<file path="config.mk">
export PLATFORM = sky130hd
export DESIGN_NAME = fetch_queue
export DESIGN_NICKNAME = d
export VERILOG_FILES = /design/src/rtl/fetch_queue.sv
export SDC_FILE = /design/constraint.sdc
export NUM_CORES = 1
export LEC_CHECK = 0
export CAP_MARGIN = 20
export CORE_AREA = 2 2 156 219
export DETAILED_ROUTE_END_ITERATION = 8
export DIE_AREA = 0 0 158 221
export PLACE_DENSITY_LB_ADDON = 0.08
export SLEW_MARGIN = 20
export SYNTH_ARGS = -nofsm -noshare
export SYNTH_HDL_FRONTEND = slang
export SYNTH_SLANG_ARGS = --single-unit
</file>
<file path="constraint.sdc">
create_clock -name clk -period 5.55 [get_ports clk]
set_clock_uncertainty 0.15 [all_clocks]
set_input_delay 1.11 -clock clk [delete_from_list [all_inputs] [get_ports clk]]
set_output_delay 1.11 -clock clk [all_outputs]
set_load 0.03 [all_outputs]
</file>
<file path="src/rtl/fetch_queue.sv">
// fetch_queue: sequential instruction fetcher feeding decode.
// Issues word fetches on a req/gnt/rvalid bus, tags each returned word with
// its PC and PC+4, buffers it in a small FIFO and presents it valid/ready.
// A redirect restarts fetch at a new target, flushes the FIFO and discards
// every response that is still in flight.
module fetch_queue #(
  parameter int unsigned DEPTH           = 4,
  parameter int unsigned MAX_OUTSTANDING = 2,
  parameter logic [31:0] RESET_PC        = 32'h0000_0000
) (
  input  logic                       clk,
  input  logic                       rst_n,
  input  logic                       redirect,
  input  logic [31:0]                redirect_pc,
  output logic                       imem_req,
  output logic [31:0]                imem_addr,
  input  logic                       imem_gnt,
  input  logic                       imem_rvalid,
  input  logic [31:0]                imem_rdata,
  output logic                       if_valid,
  input  logic                       if_ready,
  output logic [31:0]                if_instr,
  output logic [31:0]                if_pc,
  output logic [31:0]                if_pc_plus4,
  output logic [$clog2(DEPTH+1)-1:0] fq_count
);

  localparam int CW = $clog2(DEPTH + 1);
  localparam int AW = (DEPTH > 1) ? $clog2(DEPTH) : 1;
  localparam int OW = $clog2(MAX_OUTSTANDING + 1);
  localparam int TW = (MAX_OUTSTANDING > 1) ? $clog2(MAX_OUTSTANDING) : 1;

  // Architectural state
  logic [31:0]   fetch_addr_reg, fetch_addr_next;
  logic [OW-1:0] outstanding_reg, outstanding_next;
  logic [OW-1:0] drop_cnt_reg, drop_cnt_next;
  logic [CW-1:0] count_reg, count_next;
  logic [AW-1:0] wr_ptr_reg, wr_ptr_next;
  logic [AW-1:0] rd_ptr_reg, rd_ptr_next;
  logic [TW-1:0] tag_wr_reg, tag_wr_next;
  logic [TW-1:0] tag_rd_reg, tag_rd_next;

  // Storage: PC tags of granted requests, and the decode-facing FIFO
  logic [31:0] tag_mem   [MAX_OUTSTANDING];
  logic [31:0] instr_mem [DEPTH];
  logic [31:0] pc_mem    [DEPTH];

  // Handshake decode
  logic [OW-1:0] live;
  logic [CW:0]   credit_sum;
  logic          has_room;
  logic          has_credit;
  logic          grant;
  logic          resp;
  logic          drop_now;
  logic          push;
  logic          pop;

  // Requests still destined for the FIFO reserve a slot, so a push can never overflow
  assign live       = outstanding_reg - drop_cnt_reg;
  assign credit_sum = {1'b0, count_reg} + (CW+1)'(live);
  assign has_room   = credit_sum < (CW+1)'(DEPTH);
  assign has_credit = outstanding_reg < OW'(MAX_OUTSTANDING);

  assign imem_req  = rst_n && !redirect && has_room && has_credit;
  assign imem_addr = fetch_addr_reg;

  assign grant    = imem_req && imem_gnt;
  assign resp     = imem_rvalid;
  assign drop_now = resp && (drop_cnt_reg != '0);
  // A redirect flushes the FIFO, so neither the returning word nor a decode pop lands
  assign push     = resp && !drop_now && !redirect;
  assign pop      = if_valid && if_ready && !redirect;

  assign if_valid    = (count_reg != '0);
  assign fq_count    = count_reg;
  assign if_instr    = instr_mem[rd_ptr_reg];
  assign if_pc       = pc_mem[rd_ptr_reg];
  assign if_pc_plus4 = if_pc + 32'd4;

  // Tag queue pointers wrap at MAX_OUTSTANDING, which need not be a power of two
  function automatic logic [TW-1:0] tag_inc(input logic [TW-1:0] p);
    return (p == TW'(MAX_OUTSTANDING - 1)) ? '0 : p + TW'(1);
  endfunction

  // Next-state computation for fetch address, credits, drop accounting and FIFO
  always_comb begin
    fetch_addr_next  = fetch_addr_reg;
    outstanding_next = outstanding_reg;
    drop_cnt_next    = drop_cnt_reg;
    count_next       = count_reg;
    wr_ptr_next      = wr_ptr_reg;
    rd_ptr_next      = rd_ptr_reg;
    tag_wr_next      = tag_wr_reg;
    tag_rd_next      = tag_rd_reg;

    if (redirect) begin
      fetch_addr_next = redirect_pc & 32'hFFFF_FFFC;
    end else if (grant) begin
      fetch_addr_next = fetch_addr_reg + 32'd4;
    end

    if (grant && !resp) begin
      outstanding_next = outstanding_reg + OW'(1);
    end else if (resp && !grant) begin
      outstanding_next = outstanding_reg - OW'(1);
    end

    if (grant) begin
      tag_wr_next = tag_inc(tag_wr_reg);
    end
    if (resp) begin
      tag_rd_next = tag_inc(tag_rd_reg);
    end

    // Everything still in flight after this cycle's response is stale
    if (redirect) begin
      drop_cnt_next = resp ? (outstanding_reg - OW'(1)) : outstanding_reg;
    end else if (drop_now) begin
      drop_cnt_next = drop_cnt_reg - OW'(1);
    end

    if (redirect) begin
      count_next  = '0;
      wr_ptr_next = '0;
      rd_ptr_next = '0;
    end else begin
      if (push) begin
        wr_ptr_next = wr_ptr_reg + AW'(1);
      end
      if (pop) begin
        rd_ptr_next = rd_ptr_reg + AW'(1);
      end
      if (push && !pop) begin
        count_next = count_reg + CW'(1);
      end else if (pop && !push) begin
        count_next = count_reg - CW'(1);
      end
    end
  end

  // Control state register with synchronous active-low reset
  always_ff @(posedge clk) begin
    if (!rst_n) begin
      fetch_addr_reg  <= RESET_PC;
      outstanding_reg <= '0;
      drop_cnt_reg    <= '0;
      count_reg       <= '0;
      wr_ptr_reg      <= '0;
      rd_ptr_reg      <= '0;
      tag_wr_reg      <= '0;
      tag_rd_reg      <= '0;
    end else begin
      fetch_addr_reg  <= fetch_addr_next;
      outstanding_reg <= outstanding_next;
      drop_cnt_reg    <= drop_cnt_next;
      count_reg       <= count_next;
      wr_ptr_reg      <= wr_ptr_next;
      rd_ptr_reg      <= rd_ptr_next;
      tag_wr_reg      <= tag_wr_next;
      tag_rd_reg      <= tag_rd_next;
    end
  end

  // Storage writes: record the PC of each grant, and buffer accepted responses
  always_ff @(posedge clk) begin
    if (rst_n && grant) begin
      tag_mem[tag_wr_reg] <= fetch_addr_reg;
    end
    if (rst_n && push) begin
      instr_mem[wr_ptr_reg] <= imem_rdata;
      pc_mem[wr_ptr_reg]    <= tag_mem[tag_rd_reg];
    end
  end

  // A response with nothing outstanding means the memory broke the protocol
  assert property (@(posedge clk) disable iff (!rst_n) imem_rvalid |-> (outstanding_reg != '0));

endmodule

</file>
==> impl_metrics.yaml <==
layout:
  seqCellArea_mm2: 0.0102
  top_register: "instr_mem"
  multi_input_area_mm2: 0.00392
  fillCellCount: 2755
  final_core_util_pct: 54.6
  top_regs: "instr_mem (128), pc_mem (120), tag_mem (60)"
  largest_reg_flops: 128
  antenna_cells: 0
  fin_nets: 1137
  area_growth_syn_to_layout_pct: 25.6
  final_area_mm2: 0.0180
  drive_above_1_share_pct: 16.4
floorplanning:
  core_area_mm2: 0.0330
  die_area_mm2: 0.0349
  die_x_um: 158
  ios: 203
  die-height_um: 221
  rows: 79
  start_util_pct: 43.5
hold_path:
  min-delay-start: "wr_ptr_reg[1]"
  hold_class: "register to register"
setup_path:
  required_ns: 4.29
  critPathMaxStageDelay_ns: 0.71
  cp_cell_sequence: "buf_4, mux4_1, and4_1, and2_0, nand4_1, xnor2_1, clkdlybuf4s50_1"
  cp_max_fo: 24
  crit_slowest_cell: "clkdlybuf4s50_1"
  path_buf_inv: 2
  reg2reg_from: "outstanding_reg[0]"
  end_kind: "output pin"
  critPathTopFamily: "buffers and inverters"
  worstSetupPathType: "register to output pin"
  critPathArrivalTime_ns: 3.85
  startpoint_type: "register"
logic_synthesis:
  syn_area_mm2: 0.0144
  synthTopCellsByArea: "edfxtp_1 (64%), mux4_2 (8.6%), dfxtp_1 (6.4%), mux2_2 (2.4%), xnor2_1 (2.2%)"
  synth_ff_type: "edfxtp_1"
  synthCells: 833
  synth.ff_latch_count: 354
  netlist.area_leader.share_pct: 64.4
  ys_types: 57
  yosysMostFrequentCell: "edfxtp_1"
  syn_avg_cell_area_um2: 17.2
  synth_commonest_cells: "edfxtp_1 (308), mux4_2 (55), dfxtp_1 (46)"
  async_flop_share_pct: 0
  yosys_warnings: 0
  synth_area_leader_cell: "edfxtp_1"
  ys_seq_area_share_pct: 70.9
  synth_edf_count: 308
route:
  first_pass_iters: 5
  drc_errors: 0
  wire_per_inst_um: 19.3
  drt_wl_total_mm: 29.4
  drt-initial-drc-count: 400
  ant_nets: 0
  vias: 7950
  viasPerCell: 5.21
clocking:
  path_clk_slew_ns: 0.06
  clock_path_buffers: 3
  cts_resized: 0
  cts_hold_buf: 0
  cts.sinks: 354
  cts_tree: "built"
  clock_latency_ns: 0.51
  h-tree-depth: 2
  cts-buffers-inserted: 35
  cts_setup_buffers: 0
  cts-root-buf: "clkbuf_16"
sta:
  fmax_ghz: 0.196
  min_period_ns: 5.11
  drv_slew: 0
  hold_violations: 0
  fin_tns_setup_ns: 0
  fin_crit_sh_pct: 92.1
  relSlewSlack_pct: 33.9
  rsz0062_at_grt: "false"
  finalSetupViolations: 0
  tightest_slew_ns: 0.987
grt:
  antenna_found_initial: 0
  grt_pass1_vias: 8151
  grt_pass1_wl_mm: 46.0
  grt_max_degree: 37
  grt.total_usage_pct: 17.0
  grt_overflow: 0
status:
  status: "complete, no violations"
power:
  irDropWorstVdd_mv: 0.228
  p_leak_nw: 5.79
  p_per_area_mw_per_mm2: 319
place:
  numPortBuffers: 194
  dpl.hpwl_mm: 19.6
  placed_area_mm2: 0.0169
  gp_congestion: 0.776
job:
  cap_violations: 0
-- power breakdown --
group / switching, mW / total [mW] / internal [mW]
registers: 0.0464 / 3.00 / 2.95
logic: 0.254 / 0.459 / 0.205
clock network: 0.940 / 2.30 / 1.36
-- final timing paths --
kind,end,slack [ns],cells past startpoint
setup reg to reg,imem_addr[24],2.31,11
setup / recovery,if_pc_plus4[21],0.44,7
hold reg to reg,wr_ptr_reg[1],0.35,2
hold / removal,wr_ptr_reg[1],0.35,2
-- placed cells by master, fill, tap and decap left out, types with 23 or more instances in the layout --
cell               n
buf_4             23
clkbuf_16         37
clkdlybuf4s50_1  194
dfxtp_1           44
edfxtp_1         308
mux2_2            30
mux4_2            55
nand2_1           37
nand3_1           24
nor2_1            40
xnor2_1           36
-- metrics by stage --
step	hold slack (ns)	power [mW]	worst slack [ns]	std cells
floorplan	0.319	3.32	1.51	838
global placement	0.336	3.51	0.915	1462
detailed placement	0.344	3.52	0.887	1462
CTS	0.358	5.83	0.334	1525
global route	0.396	5.96	0.164	1526
finish	0.352	5.75	0.438	1526
-- cell families after synthesis --
family | Yosys count | synth area share [%]
buffers and inverters | 60 | 2.07
AND/OR/NAND/NOR | 182 | 6.88
multiplexers | 95 | 12.5
AO/OA/AOI/OAI | 79 | 3.54
other | 1 | 0.0261
flip-flops | 354 | 70.9
XOR/XNOR | 50 | 3.05
adder cells (fa/ha/maj) | 12 | 1.10
-- metal layers --
layer  vias up  global-route usage, %  share of wire (%)
met5         -                      0                  0
met4         0                   4.33                1.7
met3        33                   3.35                5.0
li1       3727                      -                  -
met1      3983                   21.5                 42
met2       207                   29.9                 52
-- final cells by class --
cell class	count	share of cell area, %
Sequential cell	354	56.4
Multi-Input combinational cell	424	21.7
Timing Repair Buffer	221	12.1
Clock buffer	52	5.62
Tap cell	445	3.09
Clock inverter	11	0.576
Inverter	19	0.396
-- worst register-to-register path, cell delays in order (launching register included) --
cell and delay, ns:
dfxtp_1 0.45, inv_1 0.08, ha_1 0.21, xnor2_1 0.13
xnor2_1 0.14, ha_1 0.27, and3b_1 0.16, nand4b_1 0.13
clkinv_1 0.22, nor2_1 0.82, o21ai_0 0.23, a31oi_1 0.19
Power figures use the tool's default switching activity.
